## src/rtl/hazard_ctrl.sv

```systemverilog
// hazard_ctrl - pipeline sequencer for the 5-stage core.
//
// Watches for load-use hazards, taken branches/jumps and instruction/data memory
// stalls. From these it drives the PC write enable, the IF_ID hold and flush, the
// ID/EX bubble insert and a global pipeline freeze. When several events occur in
// the same cycle, they are resolved in this fixed order:
// memory hold > load-use stall > branch flush.
//
// Parameters
//   LOAD_STALL_CYCLES  bubbles inserted per load-use hazard (>=1)
//   CNT_W              width of the performance counters
//
// Ports
//   clk_i, rst_i                 clock; synchronous active-high reset
//   id_rs_i, id_rt_i             source register fields of the instruction in ID
//   ex_memread_i, ex_rt_i        load in EX and its destination register
//   branch_taken_i               branch/jump resolved taken in ID
//   imem_stall_i, dmem_stall_i   memory busy flags
//   pc_write_o                   PC update enable
//   ifid_hazard_o                IF_ID keeps its contents
//   ifid_flush_o                 IF_ID loads zeros
//   idex_bubble_o                zero the ID/EX control fields
//   pipe_hold_o                  freeze all pipeline registers
//   state_o                      current FSM state (debug)
//   stall_cnt_o, flush_cnt_o     performance counters
//
// Build option
//   HAZARD_PERF_CNT_EN  When this macro is defined, stall_cnt_o and flush_cnt_o
//                       count the cycles with pc_write_o=0 and with
//                       ifid_flush_o=1, respectively. When it is undefined, both
//                       outputs are tied to zero.
//
// state   | meaning
// S_RUN   | normal issue; detects hazards, branches and memory stalls
// S_STALL | extra load-use bubbles remaining (LOAD_STALL_CYCLES > 1)
// S_HOLD  | pipeline frozen on a memory stall; resumes into ret_state
module hazard_ctrl #(
  parameter int LOAD_STALL_CYCLES = 1,
  parameter int CNT_W             = 32
) (
  input  logic             clk_i,
  input  logic             rst_i,
  input  logic [4:0]       id_rs_i,
  input  logic [4:0]       id_rt_i,
  input  logic             ex_memread_i,
  input  logic [4:0]       ex_rt_i,
  input  logic             branch_taken_i,
  input  logic             imem_stall_i,
  input  logic             dmem_stall_i,
  output logic             pc_write_o,
  output logic             ifid_hazard_o,
  output logic             ifid_flush_o,
  output logic             idex_bubble_o,
  output logic             pipe_hold_o,
  output logic [1:0]       state_o,
  output logic [CNT_W-1:0] stall_cnt_o,
  output logic [CNT_W-1:0] flush_cnt_o
);

  localparam int BW = $clog2(LOAD_STALL_CYCLES + 1);
  localparam logic [BW-1:0] BCNT_INIT = BW'(LOAD_STALL_CYCLES - 1);
  localparam logic [BW-1:0] BCNT_ONE  = BW'(1);

  typedef enum logic [1:0] {
    S_RUN   = 2'd0,
    S_STALL = 2'd1,
    S_HOLD  = 2'd2
  } state_t;

  state_t        r_state, w_state_nx;
  state_t        r_ret_state, w_ret_state_nx;
  state_t        w_act_state;
  logic [BW-1:0] r_bcnt, w_bcnt_nx;
  logic          r_flush_pend, w_flush_pend_nx;
  logic          w_load_use;
  logic          w_mem_busy;

  assign w_load_use = ex_memread_i && (ex_rt_i != 5'd0) &&
                      ((ex_rt_i == id_rs_i) || (ex_rt_i == id_rt_i));
  assign w_mem_busy = imem_stall_i | dmem_stall_i;

  // When a hold releases, the state we froze in is evaluated in the same cycle,
  // so the resume costs no extra cycle.
  always_comb begin
    w_act_state = r_state;
    if (r_state == S_HOLD && !w_mem_busy) begin
      w_act_state = r_ret_state;
    end
  end

  always_comb begin
    pc_write_o      = 1'b0;
    ifid_hazard_o   = 1'b0;
    ifid_flush_o    = 1'b0;
    idex_bubble_o   = 1'b0;
    pipe_hold_o     = 1'b0;
    w_state_nx      = r_state;
    w_ret_state_nx  = r_ret_state;
    w_bcnt_nx       = r_bcnt;
    w_flush_pend_nx = 1'b0;

    case (w_act_state)
      S_HOLD: begin
        pipe_hold_o     = 1'b1;
        w_flush_pend_nx = r_flush_pend | branch_taken_i;
      end

      S_STALL: begin
        if (w_mem_busy) begin
          pipe_hold_o    = 1'b1;
          w_ret_state_nx = S_STALL;
          w_state_nx     = S_HOLD;
        end else begin
          ifid_hazard_o = 1'b1;
          idex_bubble_o = 1'b1;
          w_bcnt_nx     = r_bcnt - BCNT_ONE;
          w_state_nx    = (r_bcnt == BCNT_ONE) ? S_RUN : S_STALL;
        end
      end

      // S_RUN and the unused encoding 3
      default: begin
        w_state_nx = S_RUN;
        if (w_mem_busy) begin
          pipe_hold_o     = 1'b1;
          w_ret_state_nx  = S_RUN;
          w_flush_pend_nx = branch_taken_i;
          w_state_nx      = S_HOLD;
        end else if (r_state == S_HOLD && r_flush_pend) begin
          // A branch taken during the freeze must still redirect fetch.
          pc_write_o   = 1'b1;
          ifid_flush_o = 1'b1;
        end else if (w_load_use) begin
          ifid_hazard_o = 1'b1;
          idex_bubble_o = 1'b1;
          if (LOAD_STALL_CYCLES > 1) begin
            w_bcnt_nx  = BCNT_INIT;
            w_state_nx = S_STALL;
          end
        end else if (branch_taken_i) begin
          pc_write_o   = 1'b1;
          ifid_flush_o = 1'b1;
        end else begin
          pc_write_o = 1'b1;
        end
      end
    endcase

    if (rst_i) begin
      pc_write_o    = 1'b0;
      ifid_hazard_o = 1'b0;
      ifid_flush_o  = 1'b1;
      idex_bubble_o = 1'b1;
      pipe_hold_o   = 1'b0;
    end
  end

  always_ff @(posedge clk_i) begin
    if (rst_i) begin
      r_state      <= S_RUN;
      r_ret_state  <= S_RUN;
      r_bcnt       <= '0;
      r_flush_pend <= 1'b0;
    end else begin
      r_state      <= w_state_nx;
      r_ret_state  <= w_ret_state_nx;
      r_bcnt       <= w_bcnt_nx;
      r_flush_pend <= w_flush_pend_nx;
    end
  end

  assign state_o = r_state;

`ifdef HAZARD_PERF_CNT_EN
  logic [CNT_W-1:0] r_stall_cnt;
  logic [CNT_W-1:0] r_flush_cnt;

  always_ff @(posedge clk_i) begin
    if (rst_i) begin
      r_stall_cnt <= '0;
      r_flush_cnt <= '0;
    end else begin
      if (!pc_write_o) r_stall_cnt <= r_stall_cnt + CNT_W'(1);
      if (ifid_flush_o) r_flush_cnt <= r_flush_cnt + CNT_W'(1);
    end
  end

  assign stall_cnt_o = r_stall_cnt;
  assign flush_cnt_o = r_flush_cnt;
`else
  assign stall_cnt_o = '0;
  assign flush_cnt_o = '0;
`endif

endmodule

```

## config.mk

```make
export PLATFORM = sky130hd
export DESIGN_NAME = hazard_ctrl
export DESIGN_NICKNAME = d
export VERILOG_FILES = /design/src/rtl/hazard_ctrl.sv
export SDC_FILE = /design/constraint.sdc
export NUM_CORES = 1
export LEC_CHECK = 0
export CAP_MARGIN = 10
export CORE_MARGIN = 1.5
export CORE_UTILIZATION = 33
export DETAILED_ROUTE_END_ITERATION = 16
export GPL_TIMING_DRIVEN = 0
export PLACE_DENSITY = 0.92
export SLEW_MARGIN = 0
export SYNTH_ARGS = -nofsm -noshare
export SYNTH_HDL_FRONTEND = slang
export SYNTH_SLANG_ARGS = --single-unit
```

## constraint.sdc

```tcl
create_clock -name clk_i -period 3.4 [get_ports clk_i]
set_input_delay 0.85 -clock clk_i [delete_from_list [all_inputs] [get_ports clk_i]]
set_output_delay 0.85 -clock clk_i [all_outputs]
set_load 0.05 [all_outputs]
```

Yosys cells after proc, flatten, opt, wreduce, memory -nomap -nowiden:

Cells that the tools add are included.

* add/sub/neg operators: 1
* equality and inequality tests: 5
* muxes and demuxes: 31
* bitwise logic cells: 4
* reductions and logical operators: 10

Operators with widths (count)
* $mux 1: 22
* $eq 5x5->1: 2
* $mux 2: 5
* $pmux 2 s2: 2
* $reduce_bool 5->1: 1
* $eq 2x2->1 const B: 2
* $logic_and 1x1->1: 4
* $pmux 1 s2: 2
* $reduce_and 2->1: 2
* $eq 2x1->1 const B: 1
* $not 1->1: 2
* $or 1x1->1: 2
* $reduce_or 2->1: 1
* $logic_not 1->1: 1
* $logic_or 1x1->1: 1
* $sub 1x1->1 const B: 1

* flip-flop bits (word level): 6
* input port bits: 21
* output and inout port bits: 71
* word-level logic and storage cells: 55

Depth between registers and ports, before layout:

* word-level depth: 8
* mapped depth: 7

Worst setup path after synthesis:

No wires, ideal clock.

* path type: input-to-output
* start point: input port dmem_stall_i
* end point: output port ifid_hazard_o
* data arrival time: 2898 ps
* data required time: 2550 ps
* path slack: -348 ps
* stages on the path: 5
* path buffers: 0
* path through: nor2_2 -> a31oi_1 -> ha_1 -> nand2_1 -> o31ai_1

* word-level cells in the longest chain between the ends: 7
* elaborated cells on any way between the ends: 10
* those cells by class: eq/ne: 2; mux: 5; bitwise: 1; reduce/logical: 2

RTL lines
* start, declared: line 49 `input logic dmem_stall_i,`
* $or 1x1->1 *: line 80 `assign w_mem_busy = imem_stall_i | dmem_stall_i;`
* $logic_not 1->1: line 86 `if (r_state == S_HOLD && !w_mem_busy) begin`
* $logic_and 1x1->1: line 86
* $mux 2: line 86
* $eq 2x1->1 / $eq 2x2->1 (equally long branches): line 102 `case (w_act_state)`
* $pmux 1 s2 *: line 102
* $mux 1 *: line 149 `if (rst_i) begin`
* end, declared: line 51 `output logic ifid_hazard_o,`

Mark *: on every way between the ends. The rest lies on a longest branch, timed or not.

Worst setup path after layout:

* start point: input port ex_rt_i[2]
* end point: output port ifid_flush_o

* word-level cells in the longest chain between the ends: 8
* elaborated cells on any way between the ends: 11
* those cells by class: eq/ne: 2; mux: 5; reduce/logical: 4

RTL lines
* start, declared: line 46 `input logic [4:0] ex_rt_i,`
* $eq 5x5->1 / $reduce_bool 5->1 (equally long branches): line 79, 78
* $logic_or 1x1->1 / $logic_and 1x1->1 (equally long branches): line 79, 78
* $logic_and 1x1->1 *: line 78 `assign w_load_use = ex_memread_i && (ex_rt_i != 5'd0) &&`
* $mux 1 *: line 133 `end else if (w_load_use) begin`
* $mux 1 *: line 129 `end else if (r_state == S_HOLD && r_flush_pend) begin`
* $mux 1 *: line 124 `if (w_mem_busy) begin`
* $mux 1 *: line 102
* $mux 1 *: line 149
* end, declared: line 52 `output logic ifid_flush_o,`

Marks and branches as above.

==> impl_metrics.ini <==
[synthesis]
postSynthAreaPerCell_um2 = 7.45
netlist_instances = 129
synth_top_family_by_area = buffers and inverters
synth_ff_type = dfxtp_1
ys_types = 28
synthTopCellsByArea = buf_4 50%, dfxtp_1 10%, xnor2_1 9.1%, nand2_1 3.5%, ha_1 2.6%
synth_area_um2 = 961
synth_mux_area_share_pct = 0
ys_warn_count = 0
synth-adder-area-share_pct = 2.60
yosys.area_share.simple_pct = 11.5
synthXorXnorAreaFrac_pct = 10.0
synth_seq_area_share_pct = 10.4
yosys.area.top_type = buf_4
yosys.area.top_type_share_pct = 50.0
synth-seq-cells = 5
synth-compound-area-share_pct = 13.5
yosys-top-cells-count = 64 x buf_4, 10 x xnor2_1, 9 x nand2_1, 5 x dfxtp_1, 5 x nor2_1
synth_most_common_cell = buf_4
synth_edf_count = 0
synthArstFlopShare_pct = 0

[timing]
drv_slew = 0
setup_ws_ns = 0.0579
slew_headroom_pct = 66.5
finalHoldWorstSlack_ns = 0.483
setup_violations = 0
fin_setup_tns_ns = 0
max_slew.worst_pin.slew_ns = 0.501
period_needed_ns = 3.34
finalCritPeriodShare_pct = 98.3
finalClockSkew_ns = 0.00260
max_freq_mhz = 299
hold_viol = 0

[layout]
syn2layout_area_growth_pct = 63.3
diodes = 0
num-nets-final = 248
final_core_util_pct = 56.9
fin_cells = 255
drive_above_1_share_pct = 36.2

[floorplan]
fp.dieH_um = 57.0
start_util_pct = 34.8
boundaryPins = 92
core-area_um2 = 2760
fp.dieW_um = 57.0
num_rows = 19
die-area_um2 = 3240

[cts]
ctsLongestPathBuffers = 2
cts_hold_buffers = 0
clkLatencyLatePin_ns = 0.26
cts_root_buf = clkbuf_4
cts_tree = yes
cts_buffers = 3
htree_levels = 1
cts_sinks = 5
path_clk_slew_ns = 0.05

[place]
port_buffers = 26
gp_congestion = 0.785
post-place-ws_ns = -0.815
dp_cells = 249
hpwl_um = 1820

[worst_setup_path]
cp_max_fo = 3
start_kind = input port
critPathLaunch = ex_rt_i[2]
crit_path_end_kind = primary output
path_class = in -> out
critPathRequiredTime_ns = 2.55
worstReg2RegStart = state_o[0]
worstPathArrival_ns = 2.49

[pwr]
power.density_nw_per_um2 = 283
peakVddDrop_v = 0.000229
cellLeakagePower_nw = 0.875

[flow_run]
cap_violations = 0

[grt]
grt_pass1_vias = 765
track_usage_pct = 12.9
grt_pass1_wl_um = 3310
grt-ovfl-total = 0
grt_max_degree = 10
antenna_found_initial = 0

[route]
wl_per_cell_um = 7.95
routed_wl_um = 2030
first_iter_violations = 14
drt_first_pass_iters = 4
drc = 0
routed_via_density = 3.60
via_count = 917
final_antenna_net_count = 0

[run_status]
outcome = finished clean

[worst_hold_path]
hp-start = r_ret_state[0]
hold_path.class = reg -> reg
==> through the flow <==
step                      power (mW)  cell area (um2)
after floorplan                0.321             1200
after CTS                      0.441             1560
after detailed placement       0.362             1500
after global routing           0.463             1570
after global placement         0.360             1500
final                          0.445             1570
==> where the power goes <==
| part | internal [mW] | leakage [nW] | switching [mW] |
|---|---|---|---|
| clock network | 0.0447 | 0.0150 | 0.0302 |
| registers | 0.0607 | 0.0408 | 0.00215 |
| logic | 0.0974 | 0.819 | 0.210 |
| total | 0.203 | 0.875 | 0.242 |
==> placed cells by master, fill, tap and decap left out, types with 2 or more instances in the layout <==
cell / instances
buf_4: 68
clkbuf_4: 3
conb_1: 64
o22a_1: 2
o31ai_2: 2
nand2_1: 9
dlygate4sd2_1: 2
clkbuf_1: 2
nor2_1: 5
buf_6: 2
a21oi_1: 4
inv_1: 3
o21ai_1: 2
dfxtp_1: 5
xnor2_1: 10
nand3_1: 3
o21ai_0: 2
clkdlybuf4s50_1: 19
==> per-layer routing <==
layer	track usage [%]	share of wire [%]	vias to the layer above
li1	-	-	483
met1	12.0	31	375
met2	24.6	56	52
met3	2.95	10	7
met4	8.31	3.0	0
met5	0	0	-
==> what timing repair did <==
item | CTS | global route
resized for setup | 31 | 4
buffers inserted | 2 | 0
setup endpoints to repair | 4 | 3
pin swaps | 2 | 0
==> path summary, 6_finish.rpt <==
path                                  endpoint  slack, ns  depth (start not counted)
worst max-delay path              ifid_flush_o       0.06                          6
worst min register to register  r_ret_state[0]       0.48                          2
worst min-delay path            r_ret_state[0]       0.48                          2
worst max register to register      state_o[0]       1.83                          6
==> area by class of cell <==
type	count	area, um2
Fill cell	271	1190
Tap cell	31	38.8
Inverter	3	11.3
Timing Repair Buffer	28	273
Buffer	65	484
Clock buffer	4	26.3
Multi-Input combinational cell	119	636
Sequential cell	5	100
==> flip-flops by register name (all words and copies together), names as in the netlist <==
| signal | flops |
|---|---|
| r_flush_pend | 1 |
| state_o | 2 |
| r_bcnt | 1 |
| r_ret_state | 1 |
==> worst max-delay path, cell delays in order <==
cell	delay (ns)
clkdlybuf4s50_1	0.48
or4_4	0.55
o211ai_2	0.19
a31oi_1	0.10
o21ai_1	0.13
buf_6	0.19
==> cell families after synthesis <==
| logic type | after synthesis |
|---|---|
| AO/OA/AOI/OAI | 19 |
| AND/OR/NAND/NOR | 23 |
| other | 1 |
| buffers and inverters | 68 |
| adder cells (fa/ha/maj) | 2 |
| XOR/XNOR | 11 |
| flip-flops | 5 |
Note: power is estimated with default switching activity, not from simulation.
